### config.mk
export PLATFORM = sky130hd
export DESIGN_NAME = usb_rx_status_mlane
export DESIGN_NICKNAME = d
export VERILOG_FILES = /design/src/rtl/usb_rx_status_mlane.sv
export SDC_FILE = /design/constraint.sdc
export NUM_CORES = 1
export LEC_CHECK = 0
export CORE_MARGIN = 3
export CORE_UTILIZATION = 55
export CTS_CLUSTER_DIAMETER = 50
export DETAILED_ROUTE_END_ITERATION = 8
export GPL_TIMING_DRIVEN = 0
export PLACE_DENSITY = 0.81
export SKIP_CTS_REPAIR_TIMING = 1
export SYNTH_ARGS = -nofsm -noshare
export SYNTH_HDL_FRONTEND = slang
export SYNTH_SLANG_ARGS = --single-unit
### constraint.sdc
create_clock -name clk_i -period 7.8 [get_ports clk_i]
set_input_delay 1.56 -clock clk_i [delete_from_list [all_inputs] [get_ports clk_i]]
set_output_delay 1.56 -clock clk_i [all_outputs]
set_load 0.1 [all_outputs]
### src/rtl/usb_rx_status_mlane.sv
// Multi-lane PIPE RxValid/RxStatus generator: per-lane disparity tracking, comma lock FSM and
// elastic-buffer event merge. Define RX_STATUS_ERRCNT_EN to add the saturating err_cnt_o port.
module usb_rx_status_mlane #(
    parameter int unsigned LANES       = 1,
    parameter int unsigned LOCK_COMMAS = 4,
    parameter int unsigned ERR_LIMIT   = 8,
    parameter int unsigned CNT_W       = 16,
    parameter logic [9:0]  COM_NEG     = 10'b0011111010,
    parameter logic [9:0]  COM_POS     = 10'b1100000101
) (
    input  logic                   clk_i,
    input  logic                   rst_i,
    input  logic [LANES-1:0]       sym_valid_i,
    input  logic [10*LANES-1:0]    sym_data_i,
    input  logic [LANES-1:0]       buf_skp_add_i,
    input  logic [LANES-1:0]       buf_skp_rem_i,
    input  logic [LANES-1:0]       buf_full_i,
    input  logic [LANES-1:0]       buf_empty_i,
    output logic [LANES-1:0]       rx_valid_o,
    output logic [3*LANES-1:0]     rx_status_o
`ifdef RX_STATUS_ERRCNT_EN
    ,
    output logic [CNT_W*LANES-1:0] err_cnt_o
`endif
);

    localparam int unsigned ComW = $clog2(LOCK_COMMAS + 1);
    localparam int unsigned ErrW = $clog2(ERR_LIMIT + 1);
    localparam logic [ComW-1:0] LockCommasW = ComW'(LOCK_COMMAS);
    localparam logic [ErrW-1:0] ErrLimitW   = ErrW'(ERR_LIMIT);

    typedef enum logic [1:0] {StUnlocked, StAlign, StLocked} lock_state_e;

    function automatic logic [3:0] popcount10(input logic [9:0] s);
        logic [3:0] c;
        c = 4'd0;
        for (int i = 0; i < 10; i++) begin
            c = c + {3'b000, s[i]};
        end
        return c;
    endfunction

    for (genvar n = 0; n < LANES; n++) begin : g_lane
        logic [9:0]      sym;
        logic            vld;
        logic [3:0]      ones;
        logic            code_err;
        logic            disp_err;
        logic            is_com;
        lock_state_e     state_q, state_d;
        logic [ComW-1:0] com_cnt_q, com_cnt_d;
        logic [ErrW-1:0] err_run_q, err_run_d;
        logic            rd_q, rd_d;      // 1 = positive running disparity
        logic [2:0]      status_q, status_d;
        logic            valid_q;

        assign sym      = sym_data_i[10*n +: 10];
        assign vld      = sym_valid_i[n];
        assign ones     = popcount10(sym);
        assign code_err = vld && ((ones < 4'd4) || (ones > 4'd6));
        assign disp_err = vld && !code_err &&
                          (((ones == 4'd6) && rd_q) || ((ones == 4'd4) && !rd_q));
        assign is_com   = vld && ((sym == COM_NEG) || (sym == COM_POS));

        // A received COM re-anchors RD to the disparity that follows it.
        always_comb begin
            rd_d = rd_q;
            if (vld && !code_err && !disp_err) begin
                if (ones == 4'd6) begin
                    rd_d = 1'b1;
                end else if (ones == 4'd4) begin
                    rd_d = 1'b0;
                end
            end
            if (is_com) begin
                rd_d = (sym == COM_NEG);
            end
        end

        always_comb begin
            state_d   = state_q;
            com_cnt_d = com_cnt_q;
            err_run_d = err_run_q;
            if (vld) begin
                unique case (state_q)
                    StUnlocked: begin
                        if (is_com) begin
                            com_cnt_d = ComW'(1);
                            state_d   = (ComW'(1) >= LockCommasW) ? StLocked : StAlign;
                        end
                    end
                    StAlign: begin
                        if (is_com) begin
                            com_cnt_d = com_cnt_q + ComW'(1);
                            if (com_cnt_d >= LockCommasW) begin
                                state_d = StLocked;
                            end
                        end else begin
                            com_cnt_d = '0;
                            state_d   = StUnlocked;
                        end
                    end
                    StLocked: begin
                        if (code_err || disp_err) begin
                            err_run_d = err_run_q + ErrW'(1);
                            if (err_run_d >= ErrLimitW) begin
                                err_run_d = '0;
                                state_d   = StUnlocked;
                            end
                        end else begin
                            err_run_d = '0;
                        end
                    end
                    default: state_d = StUnlocked;
                endcase
            end
        end

        always_comb begin
            status_d = 3'b000;
            if (code_err) begin
                status_d = 3'b100;
            end else if (buf_full_i[n]) begin
                status_d = 3'b101;
            end else if (buf_empty_i[n]) begin
                status_d = 3'b110;
            end else if (disp_err) begin
                status_d = 3'b111;
            end else if (buf_skp_add_i[n]) begin
                status_d = 3'b001;
            end else if (buf_skp_rem_i[n]) begin
                status_d = 3'b010;
            end
        end

        always_ff @(posedge clk_i) begin
            if (rst_i) begin
                state_q   <= StUnlocked;
                com_cnt_q <= '0;
                err_run_q <= '0;
                rd_q      <= 1'b0;
                status_q  <= 3'b000;
                valid_q   <= 1'b0;
            end else begin
                state_q   <= state_d;
                com_cnt_q <= com_cnt_d;
                err_run_q <= err_run_d;
                rd_q      <= rd_d;
                status_q  <= status_d;
                valid_q   <= (state_d == StLocked);
            end
        end

        assign rx_valid_o[n]          = valid_q;
        assign rx_status_o[3*n +: 3]  = status_q;

`ifdef RX_STATUS_ERRCNT_EN
        logic [CNT_W-1:0] err_cnt_q;

        // Counts alongside the status register so err_cnt_o tracks rx_status_o cycle for cycle.
        always_ff @(posedge clk_i) begin
            if (rst_i) begin
                err_cnt_q <= '0;
            end else if (((status_d == 3'b100) || (status_d == 3'b111)) && !(&err_cnt_q)) begin
                err_cnt_q <= err_cnt_q + CNT_W'(1);
            end
        end

        assign err_cnt_o[CNT_W*n +: CNT_W] = err_cnt_q;
`endif
    end

endmodule

Word-level counts from Yosys, hierarchy flattened
Cells that the tools add are included.
- register bits: 14
- bits of input ports: 17
- output and inout port bits: 4
- logic and storage cells: 76
- add/subtract/negate cells: 11
- order comparisons: 4
- equality and inequality tests: 8
- multiplexer cells: 22
- reduce and logical (&&, ||, !) cells: 23
- operators by type and width (cell ; number):
    $add A4 B1 Y4 ; 6
    $mux W3 ; 6
    $mux W2 ; 8
    $eq A10 B10 Y1 const B ; 1
    $eq A10 B8 Y1 const B ; 1
    $eq A4 B3 Y1 const B ; 2
    $mux W4 ; 2
    $logic_and A1 B1 Y1 ; 7
    $pmux W2 S3 ; 1
    $pmux W3 S2 ; 1
    $add A3 B1 Y4 ; 1
    $add A4 B1 Y4 const B ; 1
    $eq A2 B2 Y1 const B ; 2
    $ge A4 B4 Y1 const B ; 1
    $gt A4 B3 Y1 const B ; 1
    $logic_or A1 B1 Y1 ; 4
    $lt A4 B3 Y1 const B ; 1
    $mux W1 ; 4
    $reduce_and A2 Y1 ; 2
    $reduce_bool A2 Y1 ; 2
    $add A2 B1 Y3 ; 1
    $add A3 B1 Y3 const B ; 1
    $ge A3 B3 Y1 const B ; 1
    $logic_not A1 Y1 ; 3
    other kinds (8) ; 8

Logic depth before layout (Yosys ltp)
- depth after elaboration: 20
- depth in mapped cells: 13
- mapped depth without buffers: 13

Worst setup path before layout
OpenSTA, ideal clock, no wires.
- path kind: input port to flip-flop
- from: input port sym_data_i[0]
- to: register g_lane[0].err_run_q[0]
- setup time: 0.071 ns
- data arrival time: 4.681 ns
- data required time: 7.729 ns
- setup slack: 3.048 ns
- cell stages on the path: 12
- buffers on the path: 0
- cells stage by stage: inv_1 fa_1 fa_1 fa_1 inv_1 ha_1 inv_1 fa_1 xnor2_2 o21ai_2 or4_1 a21oi_1
- longest elaborated chain between the ends: 17
- elaborated cells on any way between the ends: 23
- those cells by class: 9 x add/sub; 2 x order compare; 2 x eq/ne; 1 x mux; 9 x reduce/logical
- ends and longest elaborated chain (item ; RTL line ; source):
    from (decl) ; 14 ; input logic [10*LANES-1:0] sym_data_i,
    $add A1 B1 Y2 (*) ; 38 ; c = c + {3'b000, s[i]};
    $add A2 B1 Y3 (*) ; 38 ;
    $add A3 B1 Y4 (*) ; 38 ;
    $add A4 B1 Y4 (*) (6 in series) ; 38 ;
    $lt A4 B3 Y1 / $gt A4 B3 Y1 (equally long branches) ; 60 ; assign code_err = vld && ((ones < 4'd4) || (ones > 4'd6));
    $logic_or A1 B1 Y1 ; 60 ;
    $logic_and A1 B1 Y1 ; 60 ;
    $logic_not A1 Y1 ; 61 ; assign disp_err = vld && !code_err &&
    $logic_and A1 B1 Y1 (2 in series) ; 61 ;
    $logic_or A1 B1 Y1 (*) ; 104 ; if (code_err || disp_err) begin
    $mux W4 (*) ; 104 ;
    to (signal assigned) ; 147 ; err_run_q <= err_run_d;
    to (decl) ; 52 ; logic [ErrW-1:0] err_run_q, err_run_d;
Mark *: on every way between the ends. The rest lies on a longest branch, timed or not.
A chain may end at the register's enable or synchronous reset.

Worst setup path in the final report
Same ends and word-level chain as after synthesis.

==> metrics.txt <==
Worst-path clk slew=0.08 ns; Distinct cells, synth=44; DIE AREA=2550 sq um; final core occ=74.1%; Clock Path Buffers=2; nets=177; power per cell area=183 nW/um^2; first-pass GRT wire length=3940 um; r2r endpoint=g_lane[0].err_run_q[0]; WP data required=8.01 ns; Critical Path AT=5.34 ns; DIE WIDTH=50.5 um; DR WL/cell=12.7 um; commonest non-fill, non-tap cell in the layout=clkdlybuf4s50_1; port bufs=19; worst-skew pair later-pin latency=0.27 ns; Worst Hold Class=flop to flop; share of post-route cells with drive strength above 1=8.90%; initial core utilization=60.6%; max_slew headroom=34.8%; Layout fillers=150; core area=1800 sq um; post-place setup slack=2.36 ns; Post-Route WL=2180 um; NetSw=0.0000982 W; aggregate global-route resource usage=19.9%; Tightest Pin Transition=0.975 ns; Mapped Cells=124; router iterations before antenna repair=4; # DRC=0; Hold Path Cell Cnt=2; TritonCTS clock tree=yes; max cap viols=0; register area share after synthesis=25.7%; antenna violations before repair=0; Critical Path Sink Type=flop; Fmax achieved=195 MHz; beginning of the worst hold path=g_lane[0].err_run_q[0]; WS Path Type=primary input to flop; row count=15; Worst R2R Start=g_lane[0].rd_q; final setup margin=2.67 ns; flops & latches, synth=14; Worst Path Max Fanout=4; final setup violating endpoints=0; number of flops mapped to enable cells by yosys=0; Setup TNS=0 ns; Detail Route Antenna Nets=0; main flop type after synthesis=dfxtp_1; ant diodes=0; Reg2Reg Depth=5; Clock power frac=16.6%; Hold Fails Final Rpt=0; I/O pins=21; Final Critical Period=5.13 ns; RSZ-0062 raised after global routing=false; vias after detailed routing=992; crit path launch type=primary input; Post-Syn Area=1090 sq um; Flop pwr share=31.6%; Pleak=0.534 nW; Switching Fraction=40.2%; clk sinks=14; Layout Area Growth over Synthesis=22.4%; Async S/R FF share, synth=0%; most frequent cells in the layout=clkdlybuf4s50_1, inv_1, dfxtp_1; Worst Skew=0.00220 ns; Placer Congestion=0.829; YS warnings=0; combinational share of power=51.8%; number of DRC markers in iteration 0=17; largest net degree at the start of global routing=11; syn_area_per_cell=8.80 sq um; vias in the first global route=969; Post-Syn Nets=153; worst reg-to-reg setup slack=6.37 ns; overflow left after global routing=0; Slew Limit Fails=0; CTS buffer count=3; status=finished clean; hpwl dp=1810 um; CTS root buf=clkbuf_4; DR vias/cell=5.80; Internal=0.000146 W; Worst VDD drop=0.116 mV; DIE HEIGHT=50.5 um; Final period util=65.8%; htree depth=1; Worst Hold End=g_lane[0].err_run_q[0]
kinds of logic (layout without fill, tap and decap cells):
| kind of cell | count (synthesis) | after routing | share of synthesized area [%] |
|---|---|---|---|
| buf+inv | 19 | 41 | 6.88 |
| xor+xnor | 3 | 3 | 3.10 |
| compound gates | 32 | 32 | 22.6 |
| fa+ha+maj | 12 | 12 | 17.9 |
| simple gates | 44 | 44 | 23.9 |
| flops | 14 | 14 | 25.7 |
synthesized netlist by cell type, drive strengths merged (2+ instances only):
library cell	number	share of area, %
ha	6	6.9
o21ai	4	2.2
nand2b	4	2.3
inv	17	5.8
a311oi	3	3.0
fa	6	11
dfxtp	14	26
a31oi	2	1.1
nor2b	5	2.9
xor2	2	1.6
nor3b	3	2.1
nor3	3	1.4
nand2	7	2.4
o21bai	2	1.4
o31ai	3	2.1
a21oi	8	5.0
nor2	9	3.1
o211ai	3	2.1
a32oi	2	1.6
metal layers:
layer | track usage, % | routed length, um | vias to the layer above | part of all wire, %
met4 | 4.48 | 21 | 0 | 0.96
li1 | - | - | 485 | -
met2 | 37.0 | 1170 | 31 | 54
met5 | 0 | 0 | - | 0
met1 | 22.2 | 859 | 471 | 39
met3 | 5.64 | 123 | 5 | 5.6
power groups by stage:
| stage | Sequential (W) | Clock [W] | Combinational (W) |
|---|---|---|---|
| 3_3_place_gp | 0.0000784 | 0 | 0.000122 |
| 6_report | 0.0000771 | 0.0000405 | 0.000126 |
| 2_1_floorplan | 0.0000921 | 0 | 0.0000845 |
| 5_1_grt | 0.0000777 | 0.0000468 | 0.000140 |
| 4_1_cts | 0.0000771 | 0.0000421 | 0.000128 |
| 3_5_place_dp | 0.0000788 | 0 | 0.000125 |
flip-flops by register name, summed over array words and instances, names as in the netlist:
name	count
g_lane.rd_q	1
g_lane.state_q	2
g_lane.com_cnt_q	3
rx_status_o	3
g_lane.err_run_q	4
rx_valid_o	1
worst max-delay path, stage by stage:
cell	delay [ns]
clkdlybuf4s50_1	0.50
inv_1	0.08
fa_1	0.57
fa_1	0.44
fa_1	0.49
inv_1	0.04
ha_1	0.18
inv_1	0.07
fa_1	0.50
xnor2_2	0.23
o21ai_2	0.09
or4_1	0.47
a21oi_1	0.12
cell type report:
class                      instances  area [sq um]  area share (%)
clock buffer                       3          22.5            1.69
sequential                        14           280            21.0
tap                               25          31.3            2.34
timing repair buffer              19           190            14.2
multi-input combinational         91           736            55.1
inverter                          17          63.8            4.78
buffer                             2          11.3           0.843
how the worst max path moves through the flow:
stage / startpoint / end / slack, ns / depth (start not counted)
finish: sym_data_i[0] / g_lane[0].err_run_q[0] / 2.67 / 13
global route: sym_data_i[0] / g_lane[0].err_run_q[0] / 2.46 / 13
CTS: sym_data_i[0] / g_lane[0].err_run_q[0] / 2.65 / 13
detailed placement: sym_data_i[0] / g_lane[0].err_run_q[0] / 2.36 / 14
global placement: sym_data_i[0] / g_lane[0].err_run_q[0] / 2.44 / 13
floorplan: sym_data_i[0] / g_lane[0].err_run_q[0] / 3.05 / 12
stage by stage:
stage	instance area, sq um	hold WS [ns]	total power (W)	instances
floorplan	1090	0.454	0.000177	124
global placement	1310	0.468	0.000200	168
detailed placement	1310	0.485	0.000204	168
CTS	1340	0.497	0.000247	171
global route	1340	0.529	0.000264	171
finish	1340	0.494	0.000244	171
(Power assumes the default switching activity.)
